$ cat src/rtl/pmem_arbiter_pkg.sv
// Shared types for the pmem arbiter: line type, arbiter state and latched command.
// Latency: n/a (types only).
// Backpressure: n/a (types only).
package pmem_arbiter_pkg;

    // One cache line as seen on every pmem data bus.
    typedef logic [127:0] lc3b_pmem_line;

    // Arbiter state: idle (arbitrating) or owned by one of the caches.
    typedef enum logic [1:0] {
        ARB_IDLE   = 2'd0,
        ARB_I_BUSY = 2'd1,
        ARB_D_BUSY = 2'd2
    } arb_state_t;

    // Command latched at the grant edge; the memory strobes decode from it.
    typedef enum logic [1:0] {
        CMD_NONE  = 2'd0,
        CMD_READ  = 2'd1,
        CMD_WRITE = 2'd2
    } pmem_cmd_t;

endpackage

$ cat src/rtl/pmem_arbiter.sv
// Shares one pmem line port between I-cache and D-cache misses; D favoured, I starvation bounded.
// Latency: request seen in IDLE -> registered pmem strobe next cycle; resp routed combinationally.
// Backpressure: strobes held until pmem_resp; each cache holds its request until its own *_resp.
//
// Ports:
//   clk, reset                         clock, synchronous active-low reset
//   i_pmem_read/address, i_pmem_resp/rdata               I-cache line read port
//   d_pmem_read/write/address/wdata, d_pmem_resp/rdata   D-cache read/writeback port
//   pmem_read/write/address/wdata, pmem_resp/rdata       main-memory line port
module pmem_arbiter
    import pmem_arbiter_pkg::*;
#(
    parameter int ADDR_W      = 16,
    parameter int LINE_W      = $bits(lc3b_pmem_line),
    parameter int MAX_D_BURST = 2
) (
    input  logic              clk,
    input  logic              reset,

    input  logic              i_pmem_read,
    input  logic [ADDR_W-1:0] i_pmem_address,
    output logic              i_pmem_resp,
    output logic [LINE_W-1:0] i_pmem_rdata,

    input  logic              d_pmem_read,
    input  logic              d_pmem_write,
    input  logic [ADDR_W-1:0] d_pmem_address,
    input  logic [LINE_W-1:0] d_pmem_wdata,
    output logic              d_pmem_resp,
    output logic [LINE_W-1:0] d_pmem_rdata,

    output logic              pmem_read,
    output logic              pmem_write,
    output logic [ADDR_W-1:0] pmem_address,
    output logic [LINE_W-1:0] pmem_wdata,
    input  logic              pmem_resp,
    input  logic [LINE_W-1:0] pmem_rdata
);

    localparam int               CNT_W     = $clog2(MAX_D_BURST + 1);
    localparam logic [CNT_W-1:0] D_CNT_MAX = CNT_W'(MAX_D_BURST);

    arb_state_t        state_q;
    arb_state_t        state_d;
    logic [CNT_W-1:0]  d_cnt;
    pmem_cmd_t         cmd_q;
    logic [ADDR_W-1:0] addr_q;
    logic [LINE_W-1:0] wdata_q;

    logic i_req;
    logic d_req;
    logic grant_i;
    logic grant_d;
    logic done;

    // Next-state and grant decisions. Grants are only made in IDLE, which
    // guarantees one dead cycle between consecutive memory transactions.
    always_comb begin
        i_req   = i_pmem_read;
        d_req   = d_pmem_read | d_pmem_write;
        grant_i = 1'b0;
        grant_d = 1'b0;
        done    = 1'b0;
        state_d = state_q;

        case (state_q)
            ARB_IDLE: begin
                if (i_req && d_req) begin
                    // D wins unless it has already taken its burst allowance
                    // while I was waiting.
                    if (d_cnt == D_CNT_MAX) begin
                        grant_i = 1'b1;
                    end else begin
                        grant_d = 1'b1;
                    end
                end else if (i_req) begin
                    grant_i = 1'b1;
                end else if (d_req) begin
                    grant_d = 1'b1;
                end
            end
            ARB_I_BUSY, ARB_D_BUSY: begin
                if (pmem_resp) begin
                    done    = 1'b1;
                    state_d = ARB_IDLE;
                end
            end
            default: begin
                state_d = ARB_IDLE;
            end
        endcase

        if (grant_i) begin
            state_d = ARB_I_BUSY;
        end else if (grant_d) begin
            state_d = ARB_D_BUSY;
        end
    end

    always_ff @(posedge clk) begin
        if (!reset) begin
            state_q <= ARB_IDLE;
            d_cnt   <= '0;
            cmd_q   <= CMD_NONE;
            addr_q  <= '0;
            wdata_q <= '0;
        end else begin
            state_q <= state_d;

            // Transaction latch: loaded at the grant edge, cleared on
            // completion so the memory port reads all-zero whenever idle.
            if (grant_i) begin
                cmd_q   <= CMD_READ;
                addr_q  <= i_pmem_address;
                wdata_q <= '0;
            end else if (grant_d) begin
                // A simultaneous read+write is illegal; the write is taken.
                cmd_q   <= d_pmem_write ? CMD_WRITE : CMD_READ;
                addr_q  <= d_pmem_address;
                wdata_q <= d_pmem_write ? d_pmem_wdata : '0;
            end else if (done) begin
                cmd_q   <= CMD_NONE;
                addr_q  <= '0;
                wdata_q <= '0;
            end

            // Starvation counter: counts D grants that overtook a waiting I.
            if (grant_d && i_req) begin
                if (d_cnt != D_CNT_MAX) begin
                    d_cnt <= d_cnt + CNT_W'(1);
                end
            end else if (grant_i || grant_d) begin
                d_cnt <= '0;
            end
        end
    end

    // Memory port comes straight from the latch; no cache input reaches it
    // combinationally.
    assign pmem_read    = (cmd_q == CMD_READ);
    assign pmem_write   = (cmd_q == CMD_WRITE);
    assign pmem_address = addr_q;
    assign pmem_wdata   = wdata_q;

    // Completion goes only to the owner; a stray resp in IDLE is dropped.
    assign i_pmem_resp  = (state_q == ARB_I_BUSY) && pmem_resp;
    assign d_pmem_resp  = (state_q == ARB_D_BUSY) && pmem_resp;

    // Read data is shared; only *_resp qualifies it.
    assign i_pmem_rdata = pmem_rdata;
    assign d_pmem_rdata = pmem_rdata;

    illegal_d_read_write: assert property (
        @(posedge clk) disable iff (!reset) !(d_pmem_read && d_pmem_write)
    );

endmodule

$ cat config.mk
export PLATFORM = sky130hd
export DESIGN_NAME = pmem_arbiter
export DESIGN_NICKNAME = d
export VERILOG_FILES = /design/src/rtl/pmem_arbiter_pkg.sv /design/src/rtl/pmem_arbiter.sv
export SDC_FILE = /design/constraint.sdc
export NUM_CORES = 1
export LEC_CHECK = 0
export ABC_AREA = 1
export ABC_CLOCK_PERIOD_IN_PS = 1840
export CAP_MARGIN = 40
export CORE_AREA = 2 2 275 277
export DETAILED_ROUTE_END_ITERATION = 7
export DIE_AREA = 0 0 277 279
export PLACE_DENSITY = 0.37
export SYNTH_ARGS = -nofsm -noshare
export SYNTH_HDL_FRONTEND = slang
export SYNTH_SLANG_ARGS = --single-unit
$ cat constraint.sdc
create_clock -name clk -period 1.84 [get_ports clk]
set_input_delay 0.46 -clock clk [delete_from_list [all_inputs] [get_ports clk]]
set_output_delay 0.46 -clock clk [all_outputs]
set_load 0.01 [all_outputs]
* Yosys cells after proc, flatten, opt, wreduce, memory -nomap -nowiden
Index checks and enable logic that the tools add are counted.
** Cells by class
- $add $sub $neg :: 1
- Equal/unequal tests :: 11
- Muxes and demuxes :: 28
- Bitwise gates (word level) :: 2
- Reductions and logical operators :: 14
** Operators by type and width (number)
- 128-bit 2-to-1 mux :: 3
- 16-bit 2-to-1 mux :: 3
- 2-bit 2-to-1 mux :: 8
- 1-bit 2-to-1 mux :: 13
- 2-bit == test (second input constant) :: 3
- 3-bit != test (second input constant) :: 2
- 2-bit AND reduction :: 3
- 2-bit by 1-bit == test with 1-bit output (second input constant) :: 2
- 1-bit logical AND :: 4
- 2-bit != test (second input constant) :: 2
- 4-bit != test (second input constant) :: 1
- 2-bit one-hot mux with 2 select lines :: 1
- 2-bit nonzero test :: 2
- 2-bit OR reduction :: 2
- 3-bit nonzero test :: 1
- 2-bit by 1-bit adder with 2-bit output (second input constant) :: 1
- 2-bit zero test :: 1
- 2-bit by 1-bit != test with 1-bit output (second input constant) :: 1
- 1-bit logical OR :: 1
- 1-bit inverter :: 1
- 1-bit bitwise OR :: 1
** Word-level totals
- Flip-flop bits (word level) :: 150
- Input bits :: 294
- Output and inout port bits :: 404

* Depth between registers and ports, before layout
- Depth after elaboration :: 8
- Depth in mapped cells :: 11

* Worst setup path before layout
No wires, ideal clock.
- Path kind :: register to register
- Start :: reg state_q[0]
- End :: reg wdata_q[44], in the netlist pmem_wdata[44]
- Setup time :: 0.066 ns
- Arrival :: 1.554 ns
- Required time :: 1.774 ns
- Setup slack :: 0.220 ns
- Stages on the path, launching flop included :: 9
- Period minus slack after synthesis :: 1.620 ns
- Path through :: dfxtp_1 > inv_1 > ha_1 > nand2_1 > buf_4 > buf_4 > clkbuf_1 > nand3_1 > a21oi_2
** On the way
- Longest elaborated chain between the ends :: 4
- Elaborated cells between the ends (all ways) :: 10
- Classes of those cells :: 2 x eq/ne; 4 x mux; 4 x reduce/logical
** Ends and longest elaborated chain
- start, declared :: line pmem_arbiter.sv:43 : arb_state_t state_q;
- start signal, assigned :: line pmem_arbiter.sv:108 : state_q <= state_d;
- 2-bit by 1-bit == test with 1-bit output or 2-bit == test (tied branches) :: line pmem_arbiter.sv:66 : case (state_q)
- 2-bit OR reduction :: line pmem_arbiter.sv:66
- 1-bit 2-to-1 mux :: line pmem_arbiter.sv:66
- 2-bit nonzero test (no line)
- end signal, assigned :: line pmem_arbiter.sv:120 : wdata_q <= d_pmem_write ? d_pmem_wdata : '0;
- end, declared :: line pmem_arbiter.sv:48 : logic [LINE_W-1:0] wdata_q;
Several ways; a longest one is shown, not always the timed one.
A chain may end at the register's enable or synchronous reset.

* Final worst setup path
- Start :: reg state_q[0]
- End :: out i_pmem_resp
** On the way
- Longest elaborated chain between the ends :: 2
** Ends and longest elaborated chain
- 2-bit by 1-bit == test with 1-bit output :: line pmem_arbiter.sv:146 : assign i_pmem_resp = (state_q == ARB_I_BUSY) && pmem_resp;
- 1-bit logical AND :: line pmem_arbiter.sv:146
- end, declared :: line pmem_arbiter.sv:22 : output logic i_pmem_resp,
Every way passes these cells.

==> metrics.md <==
| Metric | Value |
|---|---|
| Nets | 1,412 |
| Avg Cell Area, Syn | 8.05 um^2 |
| Status | complete, no violations |
| Post-synth top area share | 35.8% |
| Num ports | 698 |
| Leading area contributor after synthesis | dfxtp_1 |
| Vias/cell | 3.27 |
| Inserted Diodes | 0 |
| Root Driver | clkbuf_16 |
| Worst-case vdd ir drop | 0.000462 V |
| Vias in the first global route | 7,165 |
| Total power | 10.4 mW |
| Final Max Slew Viols | 0 |
| Hold Violations, Final | 0 |
| # rows | 100 |
| CTS HTree Levels | 4 |
| Max FO, Critical Path | 2 |
| Hold crit path type | reg2reg |
| CP endpoint kind | primary output |
| Switching power share of the total | 32.3% |
| Final wirelength | 29,700 um |
| Fmax | 575 MHz |
| RSZ-0062 raised after global routing | no |
| Flop pwr share | 35.4% |
| Final hold slack | 478 ps |
| Register area | 0.00300 mm^2 |
| Area of the multi-input gates | 0.00294 mm^2 |
| Largest net degree at the start of global routing | 45 |
| Max Cap Viol | 0 |
| Die Ht | 279 um |
| Internal power | 7.05 mW |
| DRC marker count from the first detailed-route iteration | 261 |
| Comb power frac | 28.0% |
| Routability cong. | 0.740 |
| GRT Total Usage | 7.58% |
| Finished Core Util | 15.6% |
| Post-DP HPWL | 22,200 um |
| Final design instance area without fill | 0.0115 mm^2 |
| Filler Cell Count | 8,416 |
| Startpoint types | flop |
| Routed Antenna Nets | 0 |
| Place WS | -372 ps |
| Share of cells above drive strength 1 | 19.4% |
| Seq cells post-synth | 150 |
| Slew HR | 78.2% |
| Post-synth cell types | 23 |
| Synthesized Nets | 1,341 |
| Worst-Margin Slew | 328 ps |
| Global route total overflow | 0 |
| Net Sw Power | 3.36 mW |
| Final period util | 94.6% |
| Placed cell count | 2,062 |
| DP Area | 0.0110 mm^2 |
| Setup violators final | 0 |
| Initial antenna violation count | 1 |
| Clk sink count | 150 |
| Core area | 0.0741 mm^2 |
| Crit path cell chain | buf_4 > ha_4 > nand2_1 > inv_1 > buf_2 |
| Die Span X | 277 um |
| DRT Pass-1 Iters | 4 |
| Highest-delay cell along the critical path | dfxtp_2 |
| Worst setup margin | 99.5 ps |
| Fin crit period | 1740 ps |
| DRC | 0 |
| Slowest stage delay, CP | 320 ps |
| Synth warn | 0 |
| Seq/Total Area, Yosys | 35.8% |
| Die area | 0.0773 mm^2 |
| Mapped Area | 0.00840 mm^2 |
| Post-Route Setup TNS | 0 ps |
| Post-CTS Hold Fix Bufs | 0 |
| PwrDens | 904 mW/mm^2 |
| Fin Clk Skew | 7.14 ps |
| Mapped Cells | 1,043 |
| Inserted Clock Buffers | 17 |
| Standby leakage power | 4.58 nW |
| CTS Buffer Depth | 2 |
| Area Growth Syn to Fin | 37.2% |
| Clock network fraction of total power | 36.6% |
| CTS tree | done |
| Routed via count | 6,854 |
| Crit Path Category | reg2out |
| Routed WL per cell | 14.2 um |
| CTS clk-pin slew, worst paths | 70 ps |
| Most frequent cells in the layout | nand2_1, clkdlybuf4s50_1, dfxtp_1 |
| Fin cells | 2,095 |
| CP required | 1380 ps |
| Ranking of synthesized cells by area | dfxtp_1, buf_4, a21oi_2 |
| Clock latency on the worst-skew pair | 470 ps |
| Most common cell after layout, fill and taps aside | nand2_1 |
| Global-route wire length before repair | 44,100 um |
| Initial core utilization | 11.3% |
| Port bufs | 313 |
| Worst EP arrival | 1280 ps |
worst paths after layout:
kind                        from             end  slack (ps)  cells past startpoint
hold / removal    pmem_wdata[74]  pmem_wdata[74]         480                      2
setup / recovery      state_q[0]     i_pmem_resp         100                      5
hold reg to reg   pmem_wdata[74]  pmem_wdata[74]         480                      2
setup reg to reg        d_cnt[0]  pmem_wdata[99]         140                      9
synth_stat cells:
cell,number
o21ai_0,1
nor2_1,37
ha_1,4
dfxtp_1,150
nand2_8,1
o21bai_1,1
a21oi_1,33
clkbuf_1,20
nand4_1,34
inv_1,28
nand2_1,168
buf_2,30
nor2_4,2
nand3_1,146
nor2_2,1
inv_2,5
nand3_4,1
nand2_2,2
buf_6,14
a21oi_2,100
nand2_4,1
o21a_1,1
buf_4,263
power by group through the flow:
| stage | Combinational [mW] | Sequential [mW] | Clock (mW) |
|---|---|---|---|
| after global routing | 3.19 | 3.73 | 4.14 |
| after global placement | 3.13 | 3.77 | 0 |
| after CTS | 2.97 | 3.69 | 4.04 |
| final | 2.92 | 3.69 | 3.81 |
| after floorplan | 1.90 | 3.87 | 0 |
| after detailed placement | 3.12 | 3.77 | 0 |
flip-flops by register name, summed over array words and instances (netlist names):
register / flops
state_q: 2
pmem_address: 16
d_cnt: 2
pmem_wdata: 128
cmd_q: 2
per-layer routing:
layer | vias up | routed length, um | track usage, %
met5 | - | 57 | 0.563
met4 | 4 | 1340 | 4.97
met3 | 101 | 2780 | 3.55
met2 | 358 | 14300 | 12.3
met1 | 3094 | 11300 | 7.79
li1 | 3297 | - | -
worst max-delay path, delay by kind of cell (launching register included):
family        cells  cell delay [ps]
simple gates      1               50
flops             1              320
fa+ha+maj         1              150
buf+inv           3              290
kinds of logic (layout without fill, tap and decap cells):
kind of cell	count (synthesis)	after routing	share of synthesized area, %
compound gates	136	136	12.6
fa+ha+maj	4	4	0.596
buf+inv	360	443	29.5
flops	150	150	35.8
simple gates	393	393	21.5
area by class of cell:
type,count,share of cell area (%)
clock buffer,20,3.96
clock inverter,11,1.28
inverter,33,1.12
multi-input combinational,533,25.6
sequential,150,26.1
tap,969,10.5
timing repair buffer,379,31.5
timing repair:
item,4_1_cts,5_1_grt
gates resized for setup,158,6
setup buffers,1,0
pin swaps,2,0
endpoints found under the setup margin,149,99
cloned,0,1
Note: power is estimated with default switching activity, not from simulation.
